## src/rtl/servant_spi_slave_wb.sv

```systemverilog
// SPI mode-0 command responder: opcode/address/data frames become byte-wide Wishbone cycles.
// All SPI pins are oversampled in the single system clock domain.
`timescale 1ns/1ps
module servant_spi_slave_wb #(
    parameter int unsigned ADDRESS_WIDTH = 32,
    parameter int unsigned SYNC_STAGES   = 2,
    parameter logic [7:0]  CMD_WRITE     = 8'h02,
    parameter logic [7:0]  CMD_READ      = 8'h03
) (
    input  logic                     clk_i,
    input  logic                     rst_ni,
    input  logic                     spi_sck_i,
    input  logic                     spi_cs_i,
    input  logic                     spi_mosi_i,
    output logic                     spi_miso_o,
    output logic [ADDRESS_WIDTH-1:0] wb_adr_o,
    output logic [31:0]              wb_dat_o,
    output logic [3:0]               wb_sel_o,
    output logic                     wb_we_o,
    output logic                     wb_cyc_o,
    input  logic [31:0]              wb_rdt_i,
    input  logic                     wb_ack_i,
    output logic                     overrun_o
);
    typedef enum logic [2:0] {
        StIdle, StCmd, StAddr, StWdata, StRdummy, StRdata, StIgnore
    } state_e;

    logic [SYNC_STAGES-1:0]   sck_sync_q, cs_sync_q, mosi_sync_q;
    logic                     sck_prev_q, cs_prev_q;
    logic                     sck_s, cs_s, mosi_s;
    logic                     sck_rise, sck_fall, cs_rise, cs_fall, byte_done;
    logic [7:0]               byte_in, rd_byte;
    logic [ADDRESS_WIDTH+7:0] addr_cat;
    logic [ADDRESS_WIDTH-1:0] addr_shift;

    state_e                   state_q;
    logic [2:0]               bit_cnt_q;
    logic [6:0]               rx_q;
    logic [1:0]               adr_cnt_q;
    logic                     is_read_q;
    logic [ADDRESS_WIDTH-1:0] addr_q;
    logic [7:0]               pf_q, tx_q;
    logic                     pf_valid_q, miso_q;
    logic [ADDRESS_WIDTH-1:0] wb_adr_q;
    logic [31:0]              wb_dat_q;
    logic [3:0]               wb_sel_q;
    logic                     wb_we_q, wb_cyc_q, overrun_q;

    // CS chain resets low so a CS held low across reset release never looks like a frame start.
    always_ff @(posedge clk_i or negedge rst_ni) begin
        if (!rst_ni) begin
            sck_sync_q  <= '0;
            cs_sync_q   <= '0;
            mosi_sync_q <= '0;
            sck_prev_q  <= 1'b0;
            cs_prev_q   <= 1'b0;
        end else begin
            sck_sync_q  <= {sck_sync_q[SYNC_STAGES-2:0], spi_sck_i};
            cs_sync_q   <= {cs_sync_q[SYNC_STAGES-2:0], spi_cs_i};
            mosi_sync_q <= {mosi_sync_q[SYNC_STAGES-2:0], spi_mosi_i};
            sck_prev_q  <= sck_sync_q[SYNC_STAGES-1];
            cs_prev_q   <= cs_sync_q[SYNC_STAGES-1];
        end
    end

    assign sck_s      = sck_sync_q[SYNC_STAGES-1];
    assign cs_s       = cs_sync_q[SYNC_STAGES-1];
    assign mosi_s     = mosi_sync_q[SYNC_STAGES-1];
    assign sck_rise   = sck_s & ~sck_prev_q;
    assign sck_fall   = ~sck_s & sck_prev_q;
    assign cs_rise    = cs_s & ~cs_prev_q;
    assign cs_fall    = ~cs_s & cs_prev_q;
    assign byte_done  = sck_rise & ~cs_s & (bit_cnt_q == 3'd7);
    assign byte_in    = {rx_q, mosi_s};
    assign addr_cat   = {addr_q, byte_in};
    assign addr_shift = addr_cat[ADDRESS_WIDTH-1:0];
    assign rd_byte    = wb_rdt_i[{addr_q[1:0], 3'b000} +: 8];

    always_ff @(posedge clk_i or negedge rst_ni) begin
        if (!rst_ni) begin
            state_q    <= StIdle;
            bit_cnt_q  <= '0;
            rx_q       <= '0;
            adr_cnt_q  <= '0;
            is_read_q  <= 1'b0;
            addr_q     <= '0;
            pf_q       <= '0;
            pf_valid_q <= 1'b0;
            tx_q       <= '0;
            miso_q     <= 1'b0;
            wb_adr_q   <= '0;
            wb_dat_q   <= '0;
            wb_sel_q   <= '0;
            wb_we_q    <= 1'b0;
            wb_cyc_q   <= 1'b0;
            overrun_q  <= 1'b0;
        end else begin
            overrun_q <= 1'b0;
            if (sck_rise && !cs_s) begin
                bit_cnt_q <= bit_cnt_q + 3'd1;
                rx_q      <= byte_in[6:0];
            end
            if (cs_fall) begin
                bit_cnt_q <= '0;
            end
            // The fall right after a load (bit count 0) must keep the freshly presented MSB.
            if (sck_fall && state_q == StRdata && bit_cnt_q != 3'd0) begin
                tx_q   <= {tx_q[6:0], 1'b0};
                miso_q <= tx_q[6];
            end
            if (wb_cyc_q && wb_ack_i) begin
                wb_cyc_q <= 1'b0;
                addr_q   <= addr_q + ADDRESS_WIDTH'(1);
                if (!wb_we_q) begin
                    pf_q       <= rd_byte;
                    pf_valid_q <= 1'b1;
                end
            end

            if (cs_rise) begin
                state_q <= StIdle;
                miso_q  <= 1'b0;
            end else begin
                case (state_q)
                    StIdle: begin
                        if (cs_fall && !wb_cyc_q) begin
                            state_q    <= StCmd;
                            adr_cnt_q  <= '0;
                            pf_valid_q <= 1'b0;
                        end
                    end
                    StCmd: begin
                        if (byte_done) begin
                            is_read_q <= (byte_in == CMD_READ);
                            state_q   <= (byte_in == CMD_WRITE || byte_in == CMD_READ) ?
                                         StAddr : StIgnore;
                        end
                    end
                    StAddr: begin
                        if (byte_done) begin
                            addr_q    <= addr_shift;
                            adr_cnt_q <= adr_cnt_q + 2'd1;
                            if (adr_cnt_q == 2'd3) begin
                                if (is_read_q) begin
                                    state_q  <= StRdummy;
                                    wb_cyc_q <= 1'b1;
                                    wb_we_q  <= 1'b0;
                                    wb_adr_q <= {addr_shift[ADDRESS_WIDTH-1:2], 2'b00};
                                    wb_sel_q <= 4'b0001 << addr_shift[1:0];
                                end else begin
                                    state_q <= StWdata;
                                end
                            end
                        end
                    end
                    StWdata: begin
                        if (byte_done) begin
                            if (wb_cyc_q) begin
                                overrun_q <= 1'b1;
                            end else begin
                                wb_cyc_q <= 1'b1;
                                wb_we_q  <= 1'b1;
                                wb_adr_q <= {addr_q[ADDRESS_WIDTH-1:2], 2'b00};
                                wb_sel_q <= 4'b0001 << addr_q[1:0];
                                wb_dat_q <= {4{byte_in}};
                            end
                        end
                    end
                    StRdummy, StRdata: begin
                        if (byte_done) begin
                            state_q <= StRdata;
                            if (pf_valid_q) begin
                                tx_q       <= pf_q;
                                miso_q     <= pf_q[7];
                                pf_valid_q <= 1'b0;
                                wb_cyc_q   <= 1'b1;
                                wb_we_q    <= 1'b0;
                                wb_adr_q   <= {addr_q[ADDRESS_WIDTH-1:2], 2'b00};
                                wb_sel_q   <= 4'b0001 << addr_q[1:0];
                            end else begin
                                // Late ack: the pending read refills the prefetch for a later byte.
                                tx_q      <= 8'hFF;
                                miso_q    <= 1'b1;
                                overrun_q <= 1'b1;
                            end
                        end
                    end
                    StIgnore: ;
                    default: state_q <= StIdle;
                endcase
            end
        end
    end

    assign spi_miso_o = miso_q;
    assign wb_adr_o   = wb_adr_q;
    assign wb_dat_o   = wb_dat_q;
    assign wb_sel_o   = wb_sel_q;
    assign wb_we_o    = wb_we_q;
    assign wb_cyc_o   = wb_cyc_q;
    assign overrun_o  = overrun_q;
endmodule

```

## config.mk

```make
export PLATFORM = sky130hd
export DESIGN_NAME = servant_spi_slave_wb
export DESIGN_NICKNAME = d
export VERILOG_FILES = /design/src/rtl/servant_spi_slave_wb.sv
export SDC_FILE = /design/constraint.sdc
export NUM_CORES = 1
export LEC_CHECK = 0
export BUFFER_PORTS_ARGS = -buffer_cell sky130_fd_sc_hd__buf_2
export CORE_UTILIZATION = 40
export CTS_BUF_LIST = sky130_fd_sc_hd__clkbuf_8
export CTS_CLUSTER_DIAMETER = 120
export CTS_CLUSTER_SIZE = 40
export DETAILED_ROUTE_END_ITERATION = 16
export PLACE_DENSITY = 0.64
export SETUP_SLACK_MARGIN = 0.02
export SYNTH_ARGS = -nofsm -noshare
export SYNTH_HDL_FRONTEND = slang
export SYNTH_SLANG_ARGS = --single-unit
```

## constraint.sdc

```tcl
create_clock -name clk_i -period 5.6 [get_ports clk_i]
set_clock_uncertainty 0.2 [all_clocks]
set_input_delay 0.56 -clock clk_i [delete_from_list [all_inputs] [get_ports clk_i]]
set_output_delay 0.56 -clock clk_i [all_outputs]
set_load 0.005 [all_outputs]
```

Word level (Yosys, flattened, before mapping)
Index checks and enable logic that the tools add are counted.
{ "op_classes": {"add_sub_neg": 3, "multipliers": 0, "n_div": 0, "n_lt_le_gt_ge": 0, "n_eq_ne": 24, "shift": 3, "n_mux": 75, "n_bitwise": 13, "reduce_logical": 21} }
{ "op_table": {"columns": ["operator", "count"], "rows": [
  ["$mux W32", 11],
  ["$pmux W32 S3", 1],
  ["$mux W8", 5],
  ["$add A32 B1 Y32 const B", 1],
  ["$mux W1", 32],
  ["$shiftx A32 B6 Y8", 1],
  ["$mux W3", 10],
  ["$mux W4", 7],
  ["$eq A8 B2 Y1 const B", 2],
  ["$ne A2 B2 Y1 const B", 8],
  ["$ne A3 B3 Y1 const B", 5],
  ["$pmux W3 S5", 1],
  ["$eq A3 B3 Y1 const B", 4],
  ["$pmux W4 S3", 1],
  ["$reduce_and A9 Y1", 1],
  ["$reduce_and A4 Y1", 2],
  ["$shl A1 B2 Y4 const A", 2],
  ["$not A1 Y1", 7],
  ["$and A1 B1 Y1", 6],
  ["$eq A3 B2 Y1 const B", 2],
  ["$pmux W1 S3", 2],
  ["$reduce_and A6 Y1", 1],
  ["$reduce_bool A3 Y1", 2],
  ["$logic_and A1 B1 Y1", 5],
  ["other kinds (15)", 20]
]} }
{ "word_totals": {"ff_bits": 145, "latchBits": 0, "ram_bits": 0, "rom_bits": 0, "inputBits": 38, "out_inout_bits": 72, "wordCells": 160, "memories": 0} }

Longest topological paths before layout
Gate-level depths: netlist of run 1.
{ "depth": {"ltp_word": 8, "ltp_mapped": 8} }

Worst setup path before layout of run 1
OpenSTA, ideal clock, no wires.
{ "synth_timing": {"path_type": "register -> register", "from": "register bit_cnt_q[0]", "to": "register addr_q[21]", "setup_ps": 137, "t_arrival_ps": 1771, "required_time_ps": 5263, "setup_slack_ps": 3492, "stages_incl_launch_ff": 9, "path_buffers": 2, "synth_period_minus_slack_ps": 2108, "cell_sequence": "dfrtp_1 > ha_1 > ha_1 > nor4bb_1 > clkbuf_1 > nand4_1 > clkbuf_1 > nor2_1 > a21oi_1"} }
{ "synth_between": {"elab_chain_cells": 5} }
{ "synth_rtl": {"columns": ["element", "line", "rtl"], "rows": [
  ["start, declared", "38", "logic [2:0] bit_cnt_q;"],
  ["start signal, assigned", "101", "bit_cnt_q <= bit_cnt_q + 3'd1;"],
  ["$eq A3 B3 Y1", "74", "assign byte_done = sck_rise & ~cs_s & (bit_cnt_q == 3'd7);"],
  ["$and A1 B1 Y1", "74", null],
  ["$mux W32", "141", "if (byte_done) begin"],
  ["$mux W32", "125", "case (state_q)"],
  ["$mux W32", "121", "if (cs_rise) begin"],
  ["end signal, assigned", "114", "addr_q <= addr_q + ADDRESS_WIDTH'(1);"],
  ["end signal, assigned", "142", "addr_q <= addr_shift;"],
  ["end, declared", "42", "logic [ADDRESS_WIDTH-1:0] addr_q;"]
]} }
No other way between the ends.
A chain may end at the register's enable or synchronous reset.

Final worst setup path of run 1
{ "layout_timing": {"from": "register bit_cnt_q[0]", "to": "register tx_q[5]"} }
{ "layout_between": {"elab_chain_cells": 6, "word_cells_on_any_way": 8, "classes_between": "eq/ne (1); mux (4); bitwise (1); reduce/logical (2)"} }
{ "layout_rtl": {"columns": ["element", "line", "rtl"], "rows": [
  ["$reduce_bool A3 Y1", "108", "if (sck_fall && state_q == StRdata && bit_cnt_q != 3'd0) begin"],
  ["$logic_and A1 B1 Y1", "108", null],
  ["$mux W8", "108", null],
  ["$mux W8", "171", "if (byte_done) begin"],
  ["$mux W8", "125", null],
  ["$mux W8 *", "121", null],
  ["end signal, assigned", "109", "tx_q <= {tx_q[6:0], 1'b0};"],
  ["end signal, assigned", "174", "tx_q <= pf_q;"],
  ["end, declared", "43", "logic [7:0] pf_q, tx_q;"]
]} }
Mark *: on every way between the ends. The rest lies on a longest branch, timed or not.

==> impl_metrics.csv, run 1 <==
group,metric,value,unit
run_status,status,"finished, final reports clean",
worst_setup_path,worstSetupEndpoint,"tx_q[5]",
die,start_util,0.413,
worst_setup_path,timing.rr.start,"bit_cnt_q[0]",
yosys,synth_flop_cell,"dfrtp_1",
yosys,synthMuxAreaShare,0.148,
power_and_ir_drop,finalPower,0.00213,W
die,ios,110,
die,placementRows,44,
placement,dpl_cell_area,6470,um2
yosys,synth_edf_count,0,
final_layout,n_antenna_cell,0,
sta,min_period,3090,ps
die,die_area,15600,um2
yosys,ys_top_cells_by_count,"dfrtp_1 (118), nand2_1 (55), a21oi_1 (47)",
worst_setup_path,reg2reg_depth,6,
hold_path,hold_class,"input port to flop",
detailed_routing,drtPass1Iterations,4,
clock_network,tritoncts,"yes",
yosys,synth_area,6020,um2
worst_setup_path,cp_cell_sequence,"ha_1 > ha_1 > nor4bb_1 > nand3_1 > nor3_1 > a21oi_1",
sta,period_share,0.553,
worst_setup_path,cp.required,5690,ps
worst_setup_path,critPathCaptureType,"flop",
worst_setup_path,crit_start,"bit_cnt_q[0]",
worst_setup_path,path_class,"flop to flop",
die,die_h,125,um
yosys,synth.most_common_cell,"dfrtp_1",
sta,fin_tns_setup,0,ps
yosys,synthSimpleGateAreaFrac,0.144,
clock_network,htreeDepth,4,
sta,worst_slew_pin_slew,1170,ps
yosys,yosysTopAreaCellShare,0.490,
clock_network,cts_root_buffer,"clkbuf_8",
final_layout,final_area,6850,um2
final_layout,syn2layout_area_growth,13.7,%
yosys,yosys.area.top_type,"dfrtp_1",
clock_network,clk_path_buf_depth,2,
global_routing,grt_max_degree,71,
power_and_ir_drop,powerDensity,311,nW/um2
clock_network,clkLatencyLatePin,440,ps
detailed_routing,via_per_inst,5.18,
die,die_w,125,um
power_and_ir_drop,power.leakage,3.12,nW
final_layout,fillers,1339,
clock_network,clock_sinks,118,
global_routing,grt_pass1_vias,4333,
yosys,synthAdderAreaFrac,0.0104,
placement,gp_congestion,0.901,
yosys,synth_cell_type_count,51,
sta,finalMaxSlewViolations,0,
detailed_routing,routedWlPerCell,15.0,um
sta,slew_headroom,0.209,
final_layout,fin_nets,689,
worst_setup_path,worst-path-buf-inv,0,
sta,rsz0062_at_grt,"no",
detailed_routing,drc_errors,0,
detailed_routing,drtAntennaViolNets,0,
worst_setup_path,max_stage_delay,990,ps
yosys,synth_top_family_by_area,"multiplexers",
final_layout,drive_above_1_share,0.274,
yosys,synthCells,580,
worst_setup_path,path_depth,6,
yosys,ys_warn_count,0,
worst_setup_path,rr_endpoint,"tx_q[5]",
worst_setup_path,start_kind,"flop",
worst_setup_path,crit_fanout,16,
sta,final-setup-viol-count,0,
global_routing,grt-ovfl-total,0,
worst_setup_path,worst_ep_arrival_time,3180,ps
final_layout,fin_cells,840,
global_routing,grt_first_pass_wirelength,21400,um
global_routing,track_usage,0.173,
die,coreArea,14600,um2
yosys,yosys-top-cells-area,"dfrtp_1 (49%), mux2i_1 (7.0%), mux2_2 (4.9%)",
worst_setup_path,crit_top_cell,"ha_1",
placement,io_buffers,107,
yosys,syn_avg_cell_area,10.4,um2
yosys,synth-compound-area-share,0.0937,
yosys,async_flop_share,1.00,
worst_setup_path,cp_top_family,"simple AND/OR/NAND/NOR gates",
power_and_ir_drop,ir_worst_vdd,0.140,mV
job,cap_violations,0,
detailed_routing,drtIter0Drc,237,
clock_network,cts_resized,0,
sta,final_hold_viol_count,0,
global_routing,antenna_found_initial,0,
clock_network,cts.clk_slew.worst_paths,60,ps
clock_network,numCtsBuffers,17,
placement,dp.cells,810,
yosys,synth-seq-cells,118,
sta,clock.fmax,323,MHz
worst_setup_path,reg2reg_slack,2510,ps
detailed_routing,num_vias,4351,
yosys,synthXorXnorAreaFrac,0.0451,
detailed_routing,wl,12600,um
sta,whs,31.9,ps
worst_setup_path,critPathSlowestCell,"nor4bb_1",
yosys,yosysSeqAreaShare,0.490,
placement,place_hpwl,8810,um
-- routing by layer --
| layer | vias up | GRT usage | part of all wire |
|---|---|---|---|
| met5 | - | 0 | 0 |
| met4 | 0 | 0.0673 | 0.013 |
| met3 | 11 | 0.0477 | 0.044 |
| met2 | 110 | 0.264 | 0.47 |
| met1 | 2105 | 0.232 | 0.48 |
| li1 | 2125 | - | - |
-- state kept, by name, indices dropped and copies added, names as in the netlist, 2 cells and up --
signal,cells
mosi_sync_q,2
sck_sync_q,2
wb_adr_o,30
pf_q,8
wb_sel_o,4
rx_q,7
tx_q,7
bit_cnt_q,3
adr_cnt_q,2
cs_sync_q,2
state_q,3
addr_q,32
wb_dat_o,8
-- power by group --
group,internal [W],switching (W),total (W)
Sequential,0.000903,0.000103,0.00101
Clock,0.000427,0.000315,0.000742
Combinational,0.000188,0.000194,0.000382
Total,0.00152,0.000612,0.00213
-- logic make-up (layout without fill, tap and decap cells) --
| group | after synthesis | count (layout) |
|---|---|---|
| other cells | 1 | 2 |
| mux | 76 | 76 |
| simple gates | 173 | 173 |
| buf+inv | 75 | 150 |
| xor+xnor | 31 | 31 |
| flops | 118 | 118 |
| compound gates | 101 | 101 |
| fa+ha+maj | 5 | 5 |
-- layout by cell type (no fill, tap or decap), types with 15 or more instances in the layout --
| cell type | n |
|---|---|
| nor2_1 | 44 |
| clkbuf_8 | 21 |
| nand3_1 | 15 |
| dfrtp_1 | 118 |
| mux2i_1 | 42 |
| xor2_1 | 23 |
| a21oi_1 | 47 |
| o21ai_0 | 36 |
| buf_2 | 106 |
| nand2_1 | 55 |
| mux2_2 | 26 |
-- area by class of cell --
class,count,area [um2],share of cell area
tap,184,230,0.0336
clock buffer,21,289,0.0422
timing repair buffer,112,578,0.0844
sequential,118,2950,0.431
clock inverter,8,85.1,0.0124
multi-input combinational,388,2680,0.392
inverter,9,33.8,0.00493
-- worst min path at each step --
stage	slack [ps]	from	end	cells past startpoint
global placement	130	sck_sync_q[0]	sck_sync_q[1]	0
detailed placement	140	cs_sync_q[0]	cs_sync_q[1]	0
floorplan	60	rst_ni	addr_q[0]	0
CTS	1	spi_mosi_i	mosi_sync_q[0]	1
finish	30	spi_mosi_i	mosi_sync_q[0]	1
global route	1	spi_sck_i	sck_sync_q[0]	1
-- what timing repair did --
item	CTS	global route
buffers inserted	0	0
endpoints found under the hold margin	50	0
hold buffers	1	0
endpoints found under the setup margin	0	0
-- through the flow --
| stage | setup slack (ps) | utilization |
|---|---|---|
| global route | 2270 | 0.470 |
| finish | 2510 | 0.470 |
| floorplan | 3490 | - |
| CTS | 2560 | 0.470 |
| detailed placement | 2560 | 0.443 |
| global placement | 2730 | 0.443 |
(Power assumes the default switching activity.)
==> run 2: changes to the inputs <==
==> constraint.sdc (replaced) <==
create_clock -name clk_i -period 3.1 [get_ports clk_i]
set_clock_uncertainty 0.2 [all_clocks]
set_input_delay 0.31 -clock clk_i [delete_from_list [all_inputs] [get_ports clk_i]]
set_output_delay 0.31 -clock clk_i [all_outputs]
set_load 0.005 [all_outputs]
==> impl_metrics.csv, run 2 (synthesis gave the netlist of run 1 again) <==
group,metric,value,unit
run_status,status,"finished, final reports clean",
sta,rsz0062_at_grt,"no",
sta,fin_tns_setup,0,ps
sta,clock.fmax,376,MHz
clock_network,cts_root_buffer,"clkbuf_8",
worst_setup_path,cp.required,3190,ps
final_layout,layout_common_cells,"dfrtp_1 (118), buf_2 (106), nand2_1 (55), a21oi_1 (47), nor2_1 (44)",
die,die_area,15600,um2
global_routing,grt-ovfl-total,0,
sta,period_share,0.858,
worst_setup_path,reg2reg_depth,5,
die,start_util,0.413,
clock_network,tritoncts,"yes",
hold_path,whs_path_depth,3,
final_layout,largest-register,"addr_q",
global_routing,track_usage,0.172,
final_layout,n_antenna_cell,0,
worst_setup_path,path_class,"flop to flop",
global_routing,grt_max_degree,64,
power_and_ir_drop,ir_worst_vdd,0.396,mV
power_and_ir_drop,powerDensity,545,nW/um2
clock_network,clkLatencyLatePin,430,ps
sta,worst_slew_pin_slew,1040,ps
sta,finalMaxSlewViolations,0,
power_and_ir_drop,power.leakage,3.17,nW
detailed_routing,via_per_inst,5.25,
worst_setup_path,critPathCaptureType,"flop",
detailed_routing,routedWlPerCell,15.1,um
worst_setup_path,rr_endpoint,"wb_adr_o[27]",
hold_path,worstHoldStart,"wb_rdt_i[3]",
clock_network,clk_path_buf_depth,2,
worst_setup_path,crit_fanout,51,
final_layout,drive_above_1_share,0.282,
detailed_routing,wl,12800,um
clock_network,numCtsBuffers,17,
clock_network,htreeDepth,4,
hold_path,hold_class,"input port to flop",
global_routing,grt_pass1_vias,4264,
detailed_routing,num_vias,4464,
placement,io_buffers,107,
clock_network,cts_setup_buffers,0,
final_layout,layout_commonest_cell,"dfrtp_1",
hold_path,hold_end,"pf_q[3]",
die,die_h,125,um
detailed_routing,drc_errors,0,
clock_network,clock_sinks,118,
detailed_routing,drtPass1Iterations,5,
final_layout,syn2layout_area_growth,15.2,%
global_routing,grt_first_pass_wirelength,21300,um
worst_setup_path,reg2reg_slack,440,ps
worst_setup_path,timing.rr.start,"state_q[2]",
power_and_ir_drop,finalPower,0.00378,W
placement,gp_congestion,0.931,
detailed_routing,drtAntennaViolNets,0,
final_layout,largest_register_ffs,32,
global_routing,antenna_found_initial,0,
die,coreArea,14600,um2
sta,min_period,2660,ps
die,ios,110,
detailed_routing,drtIter0Drc,278,
clock_network,cts.clk_slew.worst_paths,60,ps
die,die_w,125,um
worst_setup_path,worst_ep_arrival_time,2750,ps
final_layout,fin_nets,700,
sta,final-setup-viol-count,0,
sta,slew_headroom,0.305,
job,cap_violations,0,
worst_setup_path,start_kind,"flop",
placement,place_hpwl,9060,um
sta,final_hold_viol_count,0,
die,placementRows,44,
## run 2: worst max-delay path, stage by stage (launching register included)
cell and delay (ps):
dfrtp_1 600, nand2b_1 300, a21oi_1 110, o21ai_4 830, buf_4 350, o21ai_0 130
## run 2: where the power goes
part	total (W)	internal [W]	switching, W
sequential	0.00180	0.00163	0.000172
combinational	0.000733	0.000355	0.000378
clock	0.00124	0.000688	0.000556
## run 2: worst max-delay path by stage
stage | startpoint | end | slack [ps] | depth (start not counted)
after floorplan | bit_cnt_q[0] | addr_q[21] | 990 | 8
after global placement | state_q[2] | wb_adr_o[31] | 610 | 5
after detailed placement | state_q[2] | wb_adr_o[27] | 480 | 5
after CTS | state_q[2] | wb_adr_o[27] | 470 | 5
after global routing | state_q[2] | wb_adr_o[3] | 260 | 5
final | state_q[2] | wb_adr_o[27] | 440 | 5
## run 2: per-stage QoR
stage	setup slack, ps	hold WS, ps	utilization	cells	cell area (um2)
floorplan	992	-186	-	581	6030
finish	439	127	0.476	850	6940
global route	260	117	0.476	850	6940
CTS	470	106	0.476	850	6940
detailed placement	484	136	0.449	817	6550
global placement	611	134	0.449	817	6550
## run 2: routing by layer
layer,vias to the layer above,GRT usage,wire (um),share of wire
met5,-,0,0,0
met4,0,0.0780,242,0.019
met3,20,0.0434,609,0.048
met2,115,0.263,5950,0.46
met1,2175,0.231,6000,0.47
li1,2154,-,-,-
## run 2: what timing repair did
action | CTS | global route
endpoints found under the hold margin | 63 | 0
hold buffers | 5 | 0
endpoints found under the setup margin | 0 | 0
gates resized for setup | 0 | 0
## run 2: layout make-up
type / instances / area [um2]
fill: 1340 / 7650
sequential: 118 / 2950
multi-input combinational: 388 / 2680
timing repair buffer: 123 / 696
clock buffer: 21 / 289
tap: 184 / 230
clock inverter: 7 / 57.6
inverter: 9 / 33.8
